===== src/rtl/hazard_control_if.sv =====
// rtl/hazard_control_if.sv - hazard unit pipeline-control bundle
interface hazard_control_if #(
  parameter int unsigned CNT_W = 16
);
  logic             PCSRC;
  logic [4:0]       ID_RS1;
  logic [4:0]       ID_RS2;
  logic [4:0]       EX_RD;
  logic             EX_MEMREAD;
  logic             MEM_REQ;
  logic             MEM_READY;
  logic             PC_WRITE;
  logic             IF_ID_WRITE;
  logic             ID_EX_WRITE;
  logic             EX_MEM_WRITE;
  logic             IF_ID_FLUSH;
  logic             ID_EX_FLUSH;
  logic             PC_SEL;
  logic             MEM_ERR;
  logic [1:0]       STATE;
  logic [CNT_W-1:0] BRANCH_CNT;
  logic [CNT_W-1:0] STALL_CNT;
  logic [CNT_W-1:0] WAIT_CNT;

  // pipeline side: supplies hazard inputs, consumes enables
  modport master (
    output PCSRC, ID_RS1, ID_RS2, EX_RD, EX_MEMREAD, MEM_REQ, MEM_READY,
    input  PC_WRITE, IF_ID_WRITE, ID_EX_WRITE, EX_MEM_WRITE,
    input  IF_ID_FLUSH, ID_EX_FLUSH, PC_SEL, MEM_ERR, STATE,
    input  BRANCH_CNT, STALL_CNT, WAIT_CNT
  );

  // hazard unit side
  modport slave (
    input  PCSRC, ID_RS1, ID_RS2, EX_RD, EX_MEMREAD, MEM_REQ, MEM_READY,
    output PC_WRITE, IF_ID_WRITE, ID_EX_WRITE, EX_MEM_WRITE,
    output IF_ID_FLUSH, ID_EX_FLUSH, PC_SEL, MEM_ERR, STATE,
    output BRANCH_CNT, STALL_CNT, WAIT_CNT
  );
endinterface


===== src/rtl/hazard_control.sv =====
// rtl/hazard_control.sv - pipeline hazard, branch flush and memory-wait control
module hazard_control #(
  parameter int unsigned TIMEOUT = 255,
  parameter int unsigned CNT_W   = 16
) (
  input logic             CLK,
  input logic             RESET,
  hazard_control_if.slave bus
);
  typedef enum logic [1:0] {
    RUN     = 2'b00,
    MEMWAIT = 2'b01,
    ERROR   = 2'b10
  } state_t;

  localparam logic [CNT_W-1:0] CNT_MAX = '1;
  // the timeout counter holds completed not-ready cycles, so the
  // TIMEOUT-th one is seen while it still reads TIMEOUT-1
  localparam logic [15:0]      TO_LAST = 16'(TIMEOUT - 1);

  state_t           state_q, state_d;
  logic             mem_err_q, mem_err_d;
  logic [15:0]      to_cnt_q, to_cnt_d;
  logic [CNT_W-1:0] branch_cnt_q, branch_cnt_d;
  logic [CNT_W-1:0] stall_cnt_q, stall_cnt_d;
  logic [CNT_W-1:0] wait_cnt_q, wait_cnt_d;

  logic active;
  logic mem_wait;
  logic branch;
  logic load_use;
  logic rd_match;

  // event decode in priority order: memory wait, branch, load-use
  always_comb begin
    active   = !RESET && (state_q != ERROR);
    mem_wait = active && bus.MEM_REQ && !bus.MEM_READY;
    rd_match = (bus.EX_RD != 5'd0) &&
               ((bus.EX_RD == bus.ID_RS1) || (bus.EX_RD == bus.ID_RS2));
    branch   = active && !mem_wait && bus.PCSRC;
    load_use = active && !mem_wait && !bus.PCSRC && bus.EX_MEMREAD && rd_match;
  end

  // same-cycle pipeline enables; everything frozen in reset, error or wait
  always_comb begin
    bus.PC_WRITE     = 1'b0;
    bus.IF_ID_WRITE  = 1'b0;
    bus.ID_EX_WRITE  = 1'b0;
    bus.EX_MEM_WRITE = 1'b0;
    bus.IF_ID_FLUSH  = 1'b0;
    bus.ID_EX_FLUSH  = 1'b0;
    bus.PC_SEL       = 1'b0;
    if (active && !mem_wait) begin
      bus.PC_WRITE     = 1'b1;
      bus.IF_ID_WRITE  = 1'b1;
      bus.ID_EX_WRITE  = 1'b1;
      bus.EX_MEM_WRITE = 1'b1;
      if (branch) begin
        bus.PC_SEL      = 1'b1;
        bus.IF_ID_FLUSH = 1'b1;
        bus.ID_EX_FLUSH = 1'b1;
      end else if (load_use) begin
        bus.PC_WRITE    = 1'b0;
        bus.IF_ID_WRITE = 1'b0;
        bus.ID_EX_FLUSH = 1'b1;
      end
    end
  end

  // next state, timeout tracking and saturating statistics
  always_comb begin
    state_d      = state_q;
    mem_err_d    = mem_err_q;
    to_cnt_d     = to_cnt_q;
    branch_cnt_d = branch_cnt_q;
    stall_cnt_d  = stall_cnt_q;
    wait_cnt_d   = wait_cnt_q;
    if (state_q != ERROR) begin
      if (mem_wait) begin
        if (to_cnt_q == TO_LAST) begin
          state_d   = ERROR;
          mem_err_d = 1'b1;
          to_cnt_d  = '0;
        end else begin
          state_d  = MEMWAIT;
          to_cnt_d = to_cnt_q + 16'd1;
        end
      end else begin
        state_d  = RUN;
        to_cnt_d = '0;
      end
    end
    if (branch && (branch_cnt_q != CNT_MAX)) branch_cnt_d = branch_cnt_q + 1'b1;
    if (load_use && (stall_cnt_q != CNT_MAX)) stall_cnt_d = stall_cnt_q + 1'b1;
    if (mem_wait && (wait_cnt_q != CNT_MAX)) wait_cnt_d = wait_cnt_q + 1'b1;
  end

  // state registers; reset overrides every state including ERROR
  always_ff @(posedge CLK) begin
    if (RESET) begin
      state_q      <= RUN;
      mem_err_q    <= 1'b0;
      to_cnt_q     <= '0;
      branch_cnt_q <= '0;
      stall_cnt_q  <= '0;
      wait_cnt_q   <= '0;
    end else begin
      state_q      <= state_d;
      mem_err_q    <= mem_err_d;
      to_cnt_q     <= to_cnt_d;
      branch_cnt_q <= branch_cnt_d;
      stall_cnt_q  <= stall_cnt_d;
      wait_cnt_q   <= wait_cnt_d;
    end
  end

  assign bus.STATE      = state_q;
  assign bus.MEM_ERR    = mem_err_q;
  assign bus.BRANCH_CNT = branch_cnt_q;
  assign bus.STALL_CNT  = stall_cnt_q;
  assign bus.WAIT_CNT   = wait_cnt_q;
endmodule


===== src/flat_wrapper.sv =====
// flat-port wrapper written by rule: the top's interface ports become plain ports
module hazard_control_flat 
#(
  parameter int unsigned TIMEOUT = 255,
  parameter int unsigned CNT_W   = 16
)
  (CLK, RESET, bus_PCSRC, bus_ID_RS1, bus_ID_RS2, bus_EX_RD, bus_EX_MEMREAD, bus_MEM_REQ, bus_MEM_READY, bus_PC_WRITE, bus_IF_ID_WRITE, bus_ID_EX_WRITE, bus_EX_MEM_WRITE, bus_IF_ID_FLUSH, bus_ID_EX_FLUSH, bus_PC_SEL, bus_MEM_ERR, bus_STATE, bus_BRANCH_CNT, bus_STALL_CNT, bus_WAIT_CNT);
  hazard_control_if #(.CNT_W(CNT_W)) bus_i ();
  input logic CLK;
  input logic RESET;
  input wire logic [$bits(bus_i.PCSRC)-1:0] bus_PCSRC;
  input wire logic [$bits(bus_i.ID_RS1)-1:0] bus_ID_RS1;
  input wire logic [$bits(bus_i.ID_RS2)-1:0] bus_ID_RS2;
  input wire logic [$bits(bus_i.EX_RD)-1:0] bus_EX_RD;
  input wire logic [$bits(bus_i.EX_MEMREAD)-1:0] bus_EX_MEMREAD;
  input wire logic [$bits(bus_i.MEM_REQ)-1:0] bus_MEM_REQ;
  input wire logic [$bits(bus_i.MEM_READY)-1:0] bus_MEM_READY;
  output wire logic [$bits(bus_i.PC_WRITE)-1:0] bus_PC_WRITE;
  output wire logic [$bits(bus_i.IF_ID_WRITE)-1:0] bus_IF_ID_WRITE;
  output wire logic [$bits(bus_i.ID_EX_WRITE)-1:0] bus_ID_EX_WRITE;
  output wire logic [$bits(bus_i.EX_MEM_WRITE)-1:0] bus_EX_MEM_WRITE;
  output wire logic [$bits(bus_i.IF_ID_FLUSH)-1:0] bus_IF_ID_FLUSH;
  output wire logic [$bits(bus_i.ID_EX_FLUSH)-1:0] bus_ID_EX_FLUSH;
  output wire logic [$bits(bus_i.PC_SEL)-1:0] bus_PC_SEL;
  output wire logic [$bits(bus_i.MEM_ERR)-1:0] bus_MEM_ERR;
  output wire logic [$bits(bus_i.STATE)-1:0] bus_STATE;
  output wire logic [$bits(bus_i.BRANCH_CNT)-1:0] bus_BRANCH_CNT;
  output wire logic [$bits(bus_i.STALL_CNT)-1:0] bus_STALL_CNT;
  output wire logic [$bits(bus_i.WAIT_CNT)-1:0] bus_WAIT_CNT;
  assign bus_i.PCSRC = bus_PCSRC;
  assign bus_i.ID_RS1 = bus_ID_RS1;
  assign bus_i.ID_RS2 = bus_ID_RS2;
  assign bus_i.EX_RD = bus_EX_RD;
  assign bus_i.EX_MEMREAD = bus_EX_MEMREAD;
  assign bus_i.MEM_REQ = bus_MEM_REQ;
  assign bus_i.MEM_READY = bus_MEM_READY;
  assign bus_PC_WRITE = bus_i.PC_WRITE;
  assign bus_IF_ID_WRITE = bus_i.IF_ID_WRITE;
  assign bus_ID_EX_WRITE = bus_i.ID_EX_WRITE;
  assign bus_EX_MEM_WRITE = bus_i.EX_MEM_WRITE;
  assign bus_IF_ID_FLUSH = bus_i.IF_ID_FLUSH;
  assign bus_ID_EX_FLUSH = bus_i.ID_EX_FLUSH;
  assign bus_PC_SEL = bus_i.PC_SEL;
  assign bus_MEM_ERR = bus_i.MEM_ERR;
  assign bus_STATE = bus_i.STATE;
  assign bus_BRANCH_CNT = bus_i.BRANCH_CNT;
  assign bus_STALL_CNT = bus_i.STALL_CNT;
  assign bus_WAIT_CNT = bus_i.WAIT_CNT;
  hazard_control #(.TIMEOUT(TIMEOUT), .CNT_W(CNT_W)) u_core (.CLK(CLK), .RESET(RESET), .bus(bus_i));
endmodule

===== config.mk =====
export PLATFORM = sky130hd
export DESIGN_NAME = hazard_control_flat
export DESIGN_NICKNAME = d
export VERILOG_FILES = /design/src/rtl/hazard_control_if.sv /design/src/rtl/hazard_control.sv /design/src/flat_wrapper.sv
export SDC_FILE = /design/constraint.sdc
export NUM_CORES = 1
export LEC_CHECK = 0
export ABC_AREA = 1
export ABC_CLOCK_PERIOD_IN_PS = 3200
export CAP_MARGIN = 20
export CORE_ASPECT_RATIO = 1.1
export CORE_MARGIN = 5
export CORE_UTILIZATION = 45
export CTS_BUF_LIST = sky130_fd_sc_hd__clkbuf_16
export DETAILED_ROUTE_END_ITERATION = 8
export DONT_BUFFER_PORTS = 1
export HOLD_SLACK_MARGIN = 0.12
export PLACE_DENSITY = 0.66
export SYNTH_ARGS = -nofsm -noshare
export SYNTH_HDL_FRONTEND = slang
export SYNTH_SLANG_ARGS = --single-unit

===== constraint.sdc =====
create_clock -name CLK -period 3.2 [get_ports CLK]
set_input_delay 0.32 -clock CLK [delete_from_list [all_inputs] [get_ports CLK]]
set_output_delay 0.32 -clock CLK [all_outputs]
set_load 0.1 [all_outputs]

==> results.tsv <==
stage	metric	value	unit
status	status	complete, no violations	
place	place.port_buffers	0	
clock_tree	post-cts-setup-buffers	0	
floorplan	io-pin-count	79	
power	ir_drop	0.324	mV
routing	iter_0_drt_violations	188	
critical_path	worst-r2r-cell-count	11	
place	routabilityCongestion	0.831	
floorplan	floorplan.initialDensity	45.9	%
critical_path	cp.required	2.88	ns
clock_tree	clk_transition_reported_paths	0.05	ns
min_path	hold_class	input pin to flip-flop	
place	dpl_cell_area	0.00455	mm²
clock_tree	cts-htree-levels	3	
clock_tree	cts_root_buffer	sky130_fd_sc_hd__clkbuf_16	
job	cap_viol_max_count	0	
timing	min_period	2.34	ns
routing	viasPerCell	5.16	
critical_path	critical-path-slowest-cell	sky130_fd_sc_hd__nor2_4	
power	power_dens_cells	403	mW/mm²
global_routing	number_of_global_route_vias_before_repair	3936	
critical_path	timing.critical_path.from_type	flip-flop	
routing	detailedRoute.firstPassIterationCount	5	
clock_tree	clkLatencyLatePin	0.33	ns
synthesis	synth.cell_area	0.00407	mm²
timing	slew_violations	0	
clock_tree	clock_tree.buffer_depth	2	
cells_and_area	stdcell_area	0.00484	mm²
synthesis	mappedNetlistNets	665	
routing	drtAntennaViolNets	0	
min_path	hp-start	RESET	
routing	drc	0	
critical_path	r2r_slack	0.93	ns
global_routing	initial_antenna_violation_count	0	
floorplan	core	0.00887	mm²
floorplan	row_count	36	
critical_path	crit_fanout	22	
critical_path	regToRegEndpoint	u_core.bus.WAIT_CNT[0]	
critical_path	crit_type	flip-flop to primary output	
clock_tree	clock_sinks	67	
timing	layout_setup_ws	0.864	ns
place	dpl.hpwl	7.24	mm
clock_tree	cts.hold.buffers_added	1	
synthesis	netlist_instances	639	
timing	setup_skew_after_layout	0.00687	ns
timing	finish_stage_setup_viols	0	
cells_and_area	layoutNonFillerInstCount	804	
timing	max_freq	428	MHz
min_path	hold_depth	3	
timing	setup_repair_after_global_routing_missed_its_margin	false	
synthesis	synth_seq_cells	67	
min_path	whs_endpoint	u_core.to_cnt_q[14]	
global_routing	globalRoute.totalOverflow	0	
routing	detailroute.via_count	4148	
routing	wire_per_inst	12.5	µm
synthesis	seq_area_frac_synth	32.9	%
power	power.leakage	0.00195	µW
synthesis	post_synthesis_cell_type_count	30	
place	dp_cells	788	
clock_tree	cts_tree	done	
cells_and_area	fin_nets	712	
timing	totalNegativeSetupSlack	0	ns
timing	relSlewSlack	34.8	%
critical_path	r2r_start	u_core.bus.WAIT_CNT[0]	
floorplan	chipHeight	110	µm
clock_tree	postCtsResizedCells	0	
global_routing	groute.usage.overall	19.3	%
floorplan	die_area	0.0111	mm²
critical_path	peak_per_stage_delay_on_the_critical_path	0.37	ns
critical_path	worst-endpoint-arrival	2.02	ns
clock_tree	cts-buffers-inserted	9	
timing	max_slew.worst_pin.slew	0.976	ns
critical_path	timing.critical_path.to_type	primary output	
critical_path	crit_buf_inv	3	
critical_path	cell_family_contributing_the_most_delay_on_the_critical_path	simple AND/OR/NAND/NOR gates	
timing	final_hold_viol_count	0	
synthesis	yosysWarningCount	0	
synthesis	syn-mean-instance-area	6.38	µm²
cells_and_area	area_growth_synth_to_finish	18.9	%
timing	whs	0.216	ns
cells_and_area	num_antenna_cells	0	
global_routing	largest_net_degree_at_the_start_of_global_routing	48	
routing	route.final.wire_length	10.1	mm
timing	layout_worst_path_cycle_share	73.0	%
critical_path	worstPathCellList	inv_1, nor2_4, nor2_2, nand3b_1, nor2_1, buf_4, a21oi_4, buf_12	
floorplan	die-width	101	µm
place	preCtsSetupSlack	0.947	ns
global_routing	grt_pass1_wl	17.4	mm
cells_and_area	final_layout_size_suffix_gt1_share	12.5	%
==> registers in the layout (all words and copies together), names as in the netlist <==
signal	count
u_core.to_cnt_q	16
u_core.bus.STALL_CNT	16
u_core.bus.STATE	2
u_core.bus.BRANCH_CNT	16
u_core.bus.MEM_ERR	1
u_core.bus.WAIT_CNT	16
==> metrics by stage <==
step	util [%]	total power, µW
finish	54.6	1950
floorplan	-	1000
detailed placement	51.3	1020
global route	54.6	2030
global placement	51.3	1020
CTS	54.6	1980
==> cells in the mapped netlist, drive strengths merged <==
master | number | area [µm²]
nand3b | 4 | 30.0
clkinv | 2 | 7.51
o32ai | 1 | 8.76
nand2 | 196 | 738
nor3 | 17 | 96.4
a21oi | 56 | 292
buf | 13 | 95.1
nor2 | 69 | 292
clkbuf | 8 | 30.0
xnor2 | 10 | 87.6
nor3b | 2 | 15.0
dfxtp | 67 | 1340
inv | 75 | 282
nand3 | 50 | 255
ha | 5 | 62.6
o21ai | 16 | 80.1
nand4 | 25 | 163
or2 | 1 | 6.26
xor2 | 22 | 193
==> layout make-up <==
cell class	count	area (µm²)
Timing Repair Buffer	57	465
Clock inverter	6	50.0
Tap cell	114	143
Inverter	77	289
Clock buffer	9	225
Sequential cell	67	1340
Multi-Input combinational cell	474	2330
Fill cell	858	4030
==> worst reg2reg max path, delay by kind of cell (launching register included) <==
kind	cells	cell delay, ns
flip-flops	1	0.30
adder cells (fa/ha/maj)	1	0.28
AND/OR/NAND/NOR	4	0.65
buffers and inverters	4	0.66
AO/OA/AOI/OAI	2	0.25
==> worst max path at each step <==
stage,depth (start not counted),slack [ns],start,endpoint
2_1_floorplan,8,0.15,u_core.bus.STATE[1],bus_PC_WRITE
3_3_place_gp,11,0.99,u_core.bus.WAIT_CNT[0],u_core.bus.WAIT_CNT[0]
3_5_place_dp,11,0.95,u_core.bus.WAIT_CNT[0],u_core.bus.WAIT_CNT[0]
4_1_cts,8,0.83,u_core.bus.STATE[1],bus_PC_WRITE
5_1_grt,11,0.66,u_core.bus.WAIT_CNT[1],u_core.bus.WAIT_CNT[0]
6_report,8,0.86,u_core.bus.STATE[1],bus_PC_WRITE
==> where the power goes <==
group          internal (µW)  switching, µW
clock network            586            355
logic                   36.8            134
registers                839           2.81
==> per-layer routing <==
metal / global-route usage [%] / routed length (µm) / share of wire (%) / vias up
met5: 0 / 0 / 0 / -
li1: - / - / - / 2144
met4: 7.51 / 163 / 1.6 / 0
met1: 21.6 / 4250 / 42 / 1882
met2: 34.3 / 4950 / 49 / 109
met3: 5.65 / 703 / 7.0 / 13
==> cell usage in the layout, fill, tap and decap left out <==
cell type | synthesis | routed
sky130_fd_sc_hd__nand3_1 | 49 | 49
sky130_fd_sc_hd__dfxtp_1 | 67 | 67
sky130_fd_sc_hd__clkbuf_16 | 0 | 9
sky130_fd_sc_hd__nor3_4 | 1 | 1
sky130_fd_sc_hd__buf_4 | 7 | 54
sky130_fd_sc_hd__o21ai_0 | 15 | 15
sky130_fd_sc_hd__nor2_1 | 62 | 62
sky130_fd_sc_hd__a21oi_4 | 1 | 2
sky130_fd_sc_hd__nor2_4 | 3 | 3
sky130_fd_sc_hd__nand3b_1 | 4 | 4
sky130_fd_sc_hd__nor3_1 | 16 | 16
sky130_fd_sc_hd__bufinv_16 | 0 | 1
sky130_fd_sc_hd__nor3b_1 | 2 | 2
sky130_fd_sc_hd__xor2_1 | 22 | 22
sky130_fd_sc_hd__clkinv_1 | 2 | 4
sky130_fd_sc_hd__clkinv_2 | 0 | 1
sky130_fd_sc_hd__buf_12 | 0 | 3
sky130_fd_sc_hd__nand2_1 | 195 | 195
sky130_fd_sc_hd__nand2_2 | 1 | 1
sky130_fd_sc_hd__inv_1 | 72 | 73
sky130_fd_sc_hd__nand4_2 | 1 | 1
sky130_fd_sc_hd__nor2_2 | 4 | 4
sky130_fd_sc_hd__inv_2 | 3 | 4
sky130_fd_sc_hd__ha_1 | 5 | 5
sky130_fd_sc_hd__o21ai_1 | 1 | 1
sky130_fd_sc_hd__a21oi_1 | 55 | 54
sky130_fd_sc_hd__xnor2_1 | 10 | 10
sky130_fd_sc_hd__or2_2 | 1 | 1
sky130_fd_sc_hd__nand4_1 | 24 | 24
sky130_fd_sc_hd__o32ai_1 | 1 | 1
sky130_fd_sc_hd__nand3_2 | 1 | 1
==> kinds of logic after synthesis <==
group / share of synthesized area, %
adder cells (fa/ha/maj): 1.54
AO/OA/AOI/OAI: 9.34
XOR/XNOR: 6.88
flip-flops: 32.9
AND/OR/NAND/NOR: 39.2
buffers and inverters: 10.2
No activity file was read; power rests on OpenSTA's default activity.
